## config.mk

```make
export PLATFORM = sky130hd
export DESIGN_NAME = stream_mux
export DESIGN_NICKNAME = d
export VERILOG_FILES = /design/src/rtl/stream_mux_pkg.sv /design/src/rtl/stream_mux_rr_arbiter.sv /design/src/rtl/stream_mux.sv
export SDC_FILE = /design/constraint.sdc
export NUM_CORES = 1
export LEC_CHECK = 0
export ABC_CLOCK_PERIOD_IN_PS = 6000
export BUFFER_PORTS_ARGS = -buffer_cell sky130_fd_sc_hd__buf_2
export CORE_ASPECT_RATIO = 1.2
export CORE_MARGIN = 10
export CORE_UTILIZATION = 30
export CTS_BUF_LIST = sky130_fd_sc_hd__clkbuf_16
export CTS_CLUSTER_SIZE = 40
export DETAILED_ROUTE_END_ITERATION = 8
export GPL_TIMING_DRIVEN = 0
export PLACE_DENSITY = 0.51
export SETUP_SLACK_MARGIN = 0.15
export SLEW_MARGIN = 15
export SYNTH_ARGS = -nofsm -noshare
export SYNTH_HDL_FRONTEND = slang
export SYNTH_SLANG_ARGS = --single-unit
export TNS_END_PERCENT = 30
```

## constraint.sdc

```tcl
create_clock -name clk -period 6 [get_ports clk]
set_input_delay 0.6 -clock clk [delete_from_list [all_inputs] [get_ports clk]]
set_output_delay 0.6 -clock clk [all_outputs]
set_load 0.02 [all_outputs]
```

## src/rtl/stream_mux_pkg.sv

```systemverilog
// Shared types for the stream multiplexer: arbitration state and select mode.
// Latency/backpressure: n/a (types only).
package stream_mux_pkg;

    typedef enum logic {
        IDLE,
        LOCKED
    } state_t;

    typedef enum logic {
        MODE_SEL,
        MODE_RR
    } mode_t;

endpackage

```

## src/rtl/stream_mux_rr_arbiter.sv

```systemverilog
// Round-robin pick: first requesting channel at or above ptr, wrapping to 0.
// Latency: combinational. Backpressure: none, the caller qualifies the grant.
module rr_arbiter #(
    parameter int N_CH  = 7,
    parameter int SEL_W = $clog2(N_CH + 1)
) (
    input  logic [N_CH-1:0]  req,
    input  logic [SEL_W-1:0] ptr,
    output logic [SEL_W-1:0] gnt_idx,
    output logic             gnt_vld
);

    localparam int              PAD_N = 2 ** SEL_W;
    localparam logic [SEL_W:0]  N_EXT = (SEL_W + 1)'(N_CH);

    logic [PAD_N-1:0] req_pad;
    logic [SEL_W:0]   cand;

    assign req_pad = PAD_N'(req);

    // Walk offsets from far to near so the nearest requester is the last writer.
    always_comb begin
        gnt_idx = '0;
        gnt_vld = 1'b0;
        cand    = '0;
        for (int k = N_CH - 1; k >= 0; k--) begin
            cand = {1'b0, ptr} + (SEL_W + 1)'(k);
            if (cand >= N_EXT) begin
                cand = cand - N_EXT;
            end
            if (req_pad[cand[SEL_W-1:0]]) begin
                gnt_vld = 1'b1;
                gnt_idx = cand[SEL_W-1:0];
            end
        end
    end

endmodule

```

## src/rtl/stream_mux.sv

```systemverilog
// N-channel valid/ready stream mux with explicit/round-robin select and packet lock.
// Latency: 1 cycle, one output register stage, 1 beat/cycle sustained.
// Backpressure: inputs are only accepted when the output register is empty or draining.
module stream_mux
    import stream_mux_pkg::*;
#(
    parameter int               WIDTH       = 16,
    parameter int               N_CH        = 7,
    parameter int               SEL_W       = $clog2(N_CH + 1),
    parameter logic [WIDTH-1:0] DEFAULT_VAL = 16'd42
) (
    input  logic                    clk,
    input  logic                    rst,
    input  logic [N_CH*WIDTH-1:0]   in_data,
    input  logic [N_CH-1:0]         in_valid,
    input  logic [N_CH-1:0]         in_last,
    output logic [N_CH-1:0]         in_ready,
    input  logic                    mode,
    input  logic [SEL_W-1:0]        sel,
    output logic [WIDTH-1:0]        out_data,
    output logic                    out_valid,
    output logic                    out_last,
    output logic [SEL_W-1:0]        out_ch,
    input  logic                    out_ready,
    output logic                    sel_err
);

    localparam int               PAD_N   = 2 ** SEL_W;
    localparam logic [SEL_W-1:0] N_CH_S  = SEL_W'(N_CH);
    localparam logic [SEL_W-1:0] LAST_CH = SEL_W'(N_CH - 1);

    state_t             state_q, state_d;
    logic [SEL_W-1:0]   lock_ch_q, lock_ch_d;
    logic [SEL_W-1:0]   rr_ptr_q, rr_ptr_d;
    logic               sel_err_q, sel_err_d;
    logic [WIDTH-1:0]   out_data_q, out_data_d;
    logic               out_valid_q, out_valid_d;
    logic               out_last_q, out_last_d;
    logic [SEL_W-1:0]   out_ch_q, out_ch_d;

    logic [PAD_N-1:0]   in_valid_pad;
    logic [SEL_W-1:0]   rr_idx;
    logic               rr_vld;
    logic [SEL_W-1:0]   grant_idx;
    logic               grant_vld;
    logic               sel_bad;
    logic               load;
    logic               accept;
    logic [WIDTH-1:0]   acc_data;
    logic               acc_last;

    assign in_valid_pad = PAD_N'(in_valid);
    assign load         = !out_valid_q || out_ready;
    assign accept       = load && grant_vld && !rst;

    rr_arbiter #(
        .N_CH  (N_CH),
        .SEL_W (SEL_W)
    ) u_rr_arbiter (
        .req     (in_valid),
        .ptr     (rr_ptr_q),
        .gnt_idx (rr_idx),
        .gnt_vld (rr_vld)
    );

    // A locked packet owns the output until its last beat; mode and sel are ignored.
    always_comb begin
        grant_idx = '0;
        grant_vld = 1'b0;
        sel_bad   = 1'b0;
        if (state_q == LOCKED) begin
            grant_idx = lock_ch_q;
            grant_vld = in_valid_pad[lock_ch_q];
        end else if (mode_t'(mode) == MODE_SEL) begin
            if (sel < N_CH_S) begin
                grant_idx = sel;
                grant_vld = in_valid_pad[sel];
            end else begin
                sel_bad = 1'b1;
            end
        end else begin
            grant_idx = rr_idx;
            grant_vld = rr_vld;
        end
    end

    always_comb begin
        acc_data = '0;
        acc_last = 1'b0;
        in_ready = '0;
        for (int i = 0; i < N_CH; i++) begin
            if (grant_idx == SEL_W'(i)) begin
                acc_data    = in_data[i*WIDTH +: WIDTH];
                acc_last    = in_last[i];
                in_ready[i] = accept;
            end
        end
    end

    always_comb begin
        state_d     = state_q;
        lock_ch_d   = lock_ch_q;
        rr_ptr_d    = rr_ptr_q;
        sel_err_d   = sel_err_q | sel_bad;
        out_data_d  = out_data_q;
        out_valid_d = out_valid_q;
        out_last_d  = out_last_q;
        out_ch_d    = out_ch_q;

        if (out_valid_q && out_ready) begin
            out_valid_d = 1'b0;
        end

        if (accept) begin
            out_data_d  = acc_data;
            out_last_d  = acc_last;
            out_ch_d    = grant_idx;
            out_valid_d = 1'b1;
            if (acc_last) begin
                state_d  = IDLE;
                rr_ptr_d = (grant_idx == LAST_CH) ? '0 : grant_idx + 1'b1;
            end else begin
                state_d   = LOCKED;
                lock_ch_d = grant_idx;
            end
        end
    end

    always_ff @(posedge clk) begin
        if (rst) begin
            state_q     <= IDLE;
            lock_ch_q   <= '0;
            rr_ptr_q    <= '0;
            sel_err_q   <= 1'b0;
            out_data_q  <= DEFAULT_VAL;
            out_valid_q <= 1'b0;
            out_last_q  <= 1'b0;
            out_ch_q    <= '0;
        end else begin
            state_q     <= state_d;
            lock_ch_q   <= lock_ch_d;
            rr_ptr_q    <= rr_ptr_d;
            sel_err_q   <= sel_err_d;
            out_data_q  <= out_data_d;
            out_valid_q <= out_valid_d;
            out_last_q  <= out_last_d;
            out_ch_q    <= out_ch_d;
        end
    end

    assign out_data  = out_data_q;
    assign out_valid = out_valid_q;
    assign out_last  = out_last_q;
    assign out_ch    = out_ch_q;
    assign sel_err   = sel_err_q;

endmodule

```

==> metrics.cfg, run 1 <==
[logic_synthesis]
yosysMostFrequentCell=nand2_1
synthCells=545
yosysTopAreaCellShare=0.138
synth_edf_count=0
synth.yosys.seq_area_share=0.138
yosysWarningCount=0
ys_ff_latch=29
async_flop_share=0
synthFlopType=dfxtp_1
synth_area_per_cell_sq_um=7.74
synth_cell_types=90
synthesis.area_sq_um=4220
synth_fp_nets=692
yosys.area.top_type=dfxtp_1
synth.area.top_cells=dfxtp_1, mux2i_1, mux2_2
synthTopCellsByCount=nand2_1, a21oi_1, o21ai_0

[floorplan]
die_w_um=128
start_util=0.305
io_pins=162
rows=47
die_area_sq_um=19200
die_h_um=150
core_area_sq_um=13800

[sta]
tightest_slew_ns=0.840
skew_ns=0.00583
whs_ns=0.453
timing.max_slew.rel_slack=0.436
period_minus_slack_ns=5.60
finalHoldViolations=0
fin_crit_sh=0.933
fmax_mhz=179
setup_violations=0
drv_slew=0
rsz0062_at_grt=no

[clocking]
cts_buffers=5
htreeDepth=2
cts_tree=done
clockBufferDepth=2
root_buffer=clkbuf_16
clk-insertion-delay-late_ns=0.28
postCtsHoldBufs=0
clk_pin_slew_ns=0.05
cts_sinks=29

[setup_path]
worstSetupStartpointType=flip-flop
crit_fanout=10
critPathKind=flip-flop to flip-flop
worst-endpoint-required_ns=6.17
crit_path_end_kind=flip-flop
worstPathArrival_ns=5.76

[power_and_ir_drop]
ir_drop_mv=0.259
internal-power_mw=1.66
switchingPower_mw=1.94
comb_power_share=0.842
power.share.switching=0.540
seq_power_share=0.093
power_leakage_nw=2.42
power_density_nw_per_um2=635
power.total_mw=3.60
pwr-share-clk=0.065

[finish]
diodes=0
fin_util=0.410
drive_gt1_frac=0.383
nets=871
syn2layout_area_growth_pct=34.3
nFillCells=1443

[grt]
grt_pass1_wl_um=29900
antenna_found_initial=0
grt_pass1_vias=5521
grt_max_degree=12
grt_use_total=0.194
overflow=0

[run]
maxCapViolCount=0

[detailed_routing]
dr.first_iter.drc_count=479
wl_um=19800
drc_errors=0
postRouteAntennaNets=0
via_per_inst=5.88
vias=5264
first_pass_iters=9
post_drt_wl_per_cell_um=22.1

[min_path]
min_path_type=flip-flop to flip-flop

[placement]
gp_congestion=0.897
portBuffers=158
dp_hpwl_um=16000

[run_status]
status=finished, final reports clean

==> sequential cells by signal (all words and copies together) (netlist names) <==
signal / flops
lock_ch_q: 3
out_ch: 3
out_data: 16
out_last: 1
out_valid: 1
rr_ptr_q: 3
sel_err: 1
state_q: 1
==> layer usage <==
metal	track usage	up-vias	part of all wire
met5	0	-	0
met4	0.0868	0	0.036
met3	0.0488	44	0.070
met2	0.341	242	0.50
met1	0.212	2497	0.39
li1	-	2481	-
==> power by group through the flow <==
stage                     clock network, mW  registers [mW]  logic, mW
after CTS                             0.240           0.330       2.84
after global placement                    0           0.332       2.66
after detailed placement                  0           0.330       2.68
final                                 0.235           0.333       3.03
after global routing                  0.245           0.342       3.25
after floorplan                           0           0.379       1.92
==> worst max-delay path: stages (launching register included) <==
cell	delay, ns
dfxtp_2	0.40
buf_4	0.21
buf_6	0.19
clkinvlp_4	0.20
ha_1	0.32
clkbuf_4	0.20
buf_6	0.17
buf_6	0.15
a211o_1	0.31
a32oi_2	0.23
and2b_2	0.25
o21ai_0	0.15
o2111a_1	0.32
o31ai_4	0.34
clkbuf_8	0.24
clkbuf_4	0.22
nor2_1	0.06
ha_2	0.23
inv_4	0.14
o2111ai_1	0.14
nor3_2	0.27
a221oi_4	0.07
a221o_1	0.38
buf_4	0.16
mux2i_1	0.10
==> layout make-up <==
cell class                      count  area (sq um)  share of cell area
Tap cell                          171           214              0.0378
Sequential cell                    29           586               0.103
Timing Repair Buffer              172           896               0.158
Multi-Input combinational cell    447          3470               0.613
Inverter                           30           120              0.0212
Buffer                             39           243              0.0428
Clock inverter                      2          7.51             0.00133
Clock buffer                        5           125              0.0221
==> metrics by stage <==
stage	instances	worst slack (ns)	TNS (ns)	area, sq um
6_report	895	0.402	0	5670
5_1_grt	895	0.129	0	5670
4_1_cts	886	0.135	0	5510
3_5_place_dp	874	-1.17	-17.34	5220
3_3_place_gp	874	-1.07	-14.99	5220
2_1_floorplan	545	0.558	0	4220
==> kinds of logic (layout without fill, tap and decap cells) <==
family          Yosys count  in the layout  synth area share
compound gates          220            220             0.396
xor+xnor                  4              4           0.00831
fa+ha+maj                14             14            0.0433
buf+inv                  69            248            0.0753
flops                    29             29             0.138
mux                      53             53             0.141
simple gates            156            156             0.198
==> repair_timing <==
item	in CTS	in global routing
setup buffers	5	9
pin swaps	3	7
setup endpoints to repair	30	19
gates resized for setup	28	24
==> worst paths after layout <==
check               from     endpoint  slack (ns)  cells after the start
max          rr_ptr_q[1]  rr_ptr_q[2]        0.40                     24
min             out_last     out_last        0.45                      2
max reg2reg  rr_ptr_q[1]  rr_ptr_q[2]        0.40                     24
min reg2reg     out_last     out_last        0.45                      2
==> cell usage in the layout, fill, tap and decap left out, types with 5 or more instances in the layout <==
cell type / Yosys / layout
a31oi_1: 5 / 5
nand2_1: 50 / 49
a211oi_1: 6 / 5
clkbuf_16: 0 / 5
a22oi_1: 7 / 7
buf_2: 11 / 166
o22ai_1: 13 / 11
a222oi_1: 7 / 7
ha_1: 13 / 12
mux2i_1: 30 / 29
o21a_1: 6 / 6
buf_6: 4 / 6
clkbuf_1: 17 / 14
a21oi_1: 36 / 35
o211ai_1: 5 / 5
o221ai_1: 10 / 9
buf_4: 4 / 19
o221a_2: 7 / 7
mux2_2: 18 / 18
nor2_1: 27 / 24
nand2b_1: 16 / 15
inv_1: 26 / 26
a22o_1: 6 / 6
and2_1: 5 / 5
o21ai_1: 10 / 10
nor3_1: 8 / 6
o21ai_0: 32 / 31
dfxtp_1: 29 / 27
nor2b_1: 10 / 10
a221oi_1: 15 / 15
No activity file was read; power rests on OpenSTA's default activity.
==> run 2: changes to the inputs <==
CORE_MARGIN = not set   (was 10)
CORE_UTILIZATION = 51   (was 30)
PLACE_DENSITY = 0.81   (was 0.51)
==> run 2 against run 1 <==
Sequential share of layout area rose by 0.18 points. Hold slack better by 0.0030 ns. Combinational power is essentially flat. Utilization rose by 30 points. Maximum frequency down 2.1%. Global-route usage up 19 points. Design area shrank 1.5%. Routed wire length fell by 12%. Critical endpoint is now lock_ch_q[2]. Largest cell class unchanged.
==> metrics.cfg, run 2 (synthesis results as in run 1) <==
[run_status]
status=finished, final reports clean

[finish]
ff_latch_area_sq_um=587
largest_reg_flops=16
drive_gt1_frac=0.382
multi_input_area_sq_um=3490
final_common_cell=buf_2
nets=870
most-common-layout-cells=buf_2, nand2_1, a21oi_1, o21ai_0, mux2i_1
stdcell_count=816
syn2layout_area_growth_pct=32.3
nFillCells=665

[placement]
dp_slack_ns=-1.06
gp_congestion=1.01
portBuffers=158
dp_cells=795
dp_hpwl_um=13300

[floorplan]
die_w_um=85.0
io_pins=162
die_area_sq_um=8640
die_h_um=102
rows=35
start_util=0.538
core_area_sq_um=7840

[detailed_routing]
postRouteAntennaNets=0
post_drt_wl_per_cell_um=21.4
wl_um=17500
first_pass_iters=7
via_per_inst=6.73
dr.first_iter.drc_count=394
vias=5488
drc_errors=0

[min_path]
min_path_type=flip-flop to flip-flop
worstHoldStart=out_data[7]
min_path_cells=2
hold-path-endpoint=out_data[7]

[grt]
grt_pass1_wl_um=25900
grt_pass1_vias=5139
antenna_found_initial=0
grt_use_total=0.383
overflow=0
grt_max_degree=12

[sta]
rsz0062_at_grt=no
tightest_slew_ns=0.922
fmax_mhz=175
drv_slew=0
setup_ws_ns=0.283
fin_tns_setup_ns=0
setup_violations=0
fin_crit_sh=0.953
period_minus_slack_ns=5.72
whs_ns=0.456
finalHoldViolations=0
timing.max_slew.rel_slack=0.381
skew_ns=0.00277

[setup_path]
reg2reg_to=lock_ch_q[2]
rr_startpoint=rr_ptr_q[1]
worstSetupStartpointType=flip-flop
r2r_slack_ns=0.28
critPathKind=flip-flop to flip-flop
worstPathArrival_ns=5.88
worst-endpoint-required_ns=6.17
reg2reg_depth=23
crit_fanout=10
crit_path_end_kind=flip-flop

[clocking]
cts_tree=done
cts_buffers=5
cts_sinks=29
root_buffer=clkbuf_16
htreeDepth=2
clk_pin_slew_ns=0.05
postCtsHoldBufs=0
clockBufferDepth=2
clk-insertion-delay-late_ns=0.28

[power_and_ir_drop]
ir_drop_mv=0.426
power.total_mw=3.59
power_leakage_nw=2.42
power_density_nw_per_um2=643

[run]
maxCapViolCount=0

-- run 2: cell count changes in the layout (fill, tap and decap cells not counted), sizes merged --
cell	change
diode	+1
clkbuf	+1
buf	-2
-- run 2: timing repair --
action / in CTS / in global routing
pin swaps: 2 / 8
gates resized for setup: 23 / 31
buffers inserted: 4 / 9
cloned: 0 / 0
setup endpoints to repair: 31 / 16
-- run 2: through the flow --
stage,util,cell area (sq um)
floorplan,-,4220
global placement,0.654,5120
detailed placement,0.654,5120
CTS,0.685,5370
global route,0.712,5580
finish,0.712,5580
-- run 2: final cells by class --
type | count | area share
diodes | 1 | 0.000448
plain buffers | 39 | 0.0435
clock buffers | 5 | 0.0224
clock inverters | 2 | 0.00134
inverters | 30 | 0.0215
multi-input cells | 447 | 0.626
flip-flops and latches | 29 | 0.105
well taps | 92 | 0.0206
repair buffers | 171 | 0.159
-- run 2: where the power goes --
group / switching (mW) / internal [mW]
combinational: 1.78 / 1.24
clock: 0.0863 / 0.148
sequential: 0.0673 / 0.271
-- run 2: worst max path at each step --
stage / start / to / slack [ns] / cells past startpoint
final: rr_ptr_q[1] / lock_ch_q[2] / 0.28 / 23
after floorplan: rr_ptr_q[1] / rr_ptr_q[0] / 0.56 / 24
after CTS: rr_ptr_q[1] / rr_ptr_q[0] / 0.15 / 23
after global routing: rr_ptr_q[1] / rr_ptr_q[0] / 0.15 / 24
after detailed placement: rr_ptr_q[1] / lock_ch_q[2] / -1.06 / 23
after global placement: rr_ptr_q[1] / lock_ch_q[2] / -0.96 / 23
-- run 2: critical path, cell delays in order, from the launching register on --
cell,delay [ns]
dfxtp_2,0.41
clkbuf_4,0.24
buf_6,0.19
clkinvlp_4,0.20
buf_4,0.19
fa_1,0.40
clkbuf_2,0.19
nor3b_1,0.17
o21a_1,0.20
o311ai_4,0.40
buf_4,0.19
o311ai_0,0.14
or3_1,0.44
a211oi_4,0.32
nor2_2,0.13
inv_2,0.16
clkbuf_4,0.25
ha_4,0.21
inv_4,0.08
o21ai_4,0.13
a21oi_4,0.09
a221oi_4,0.30
a31oi_2,0.20
a31o_2,0.33
-- run 2: routing by layer --
| layer | wire length [um] | track usage | vias to the layer above |
|---|---|---|---|
| met5 | 0 | 0 | - |
| met4 | 866 | 0.214 | 0 |
| met3 | 1490 | 0.0481 | 76 |
| met2 | 9010 | 0.705 | 367 |
| met1 | 6090 | 0.427 | 2564 |
| li1 | - | - | 2481 |
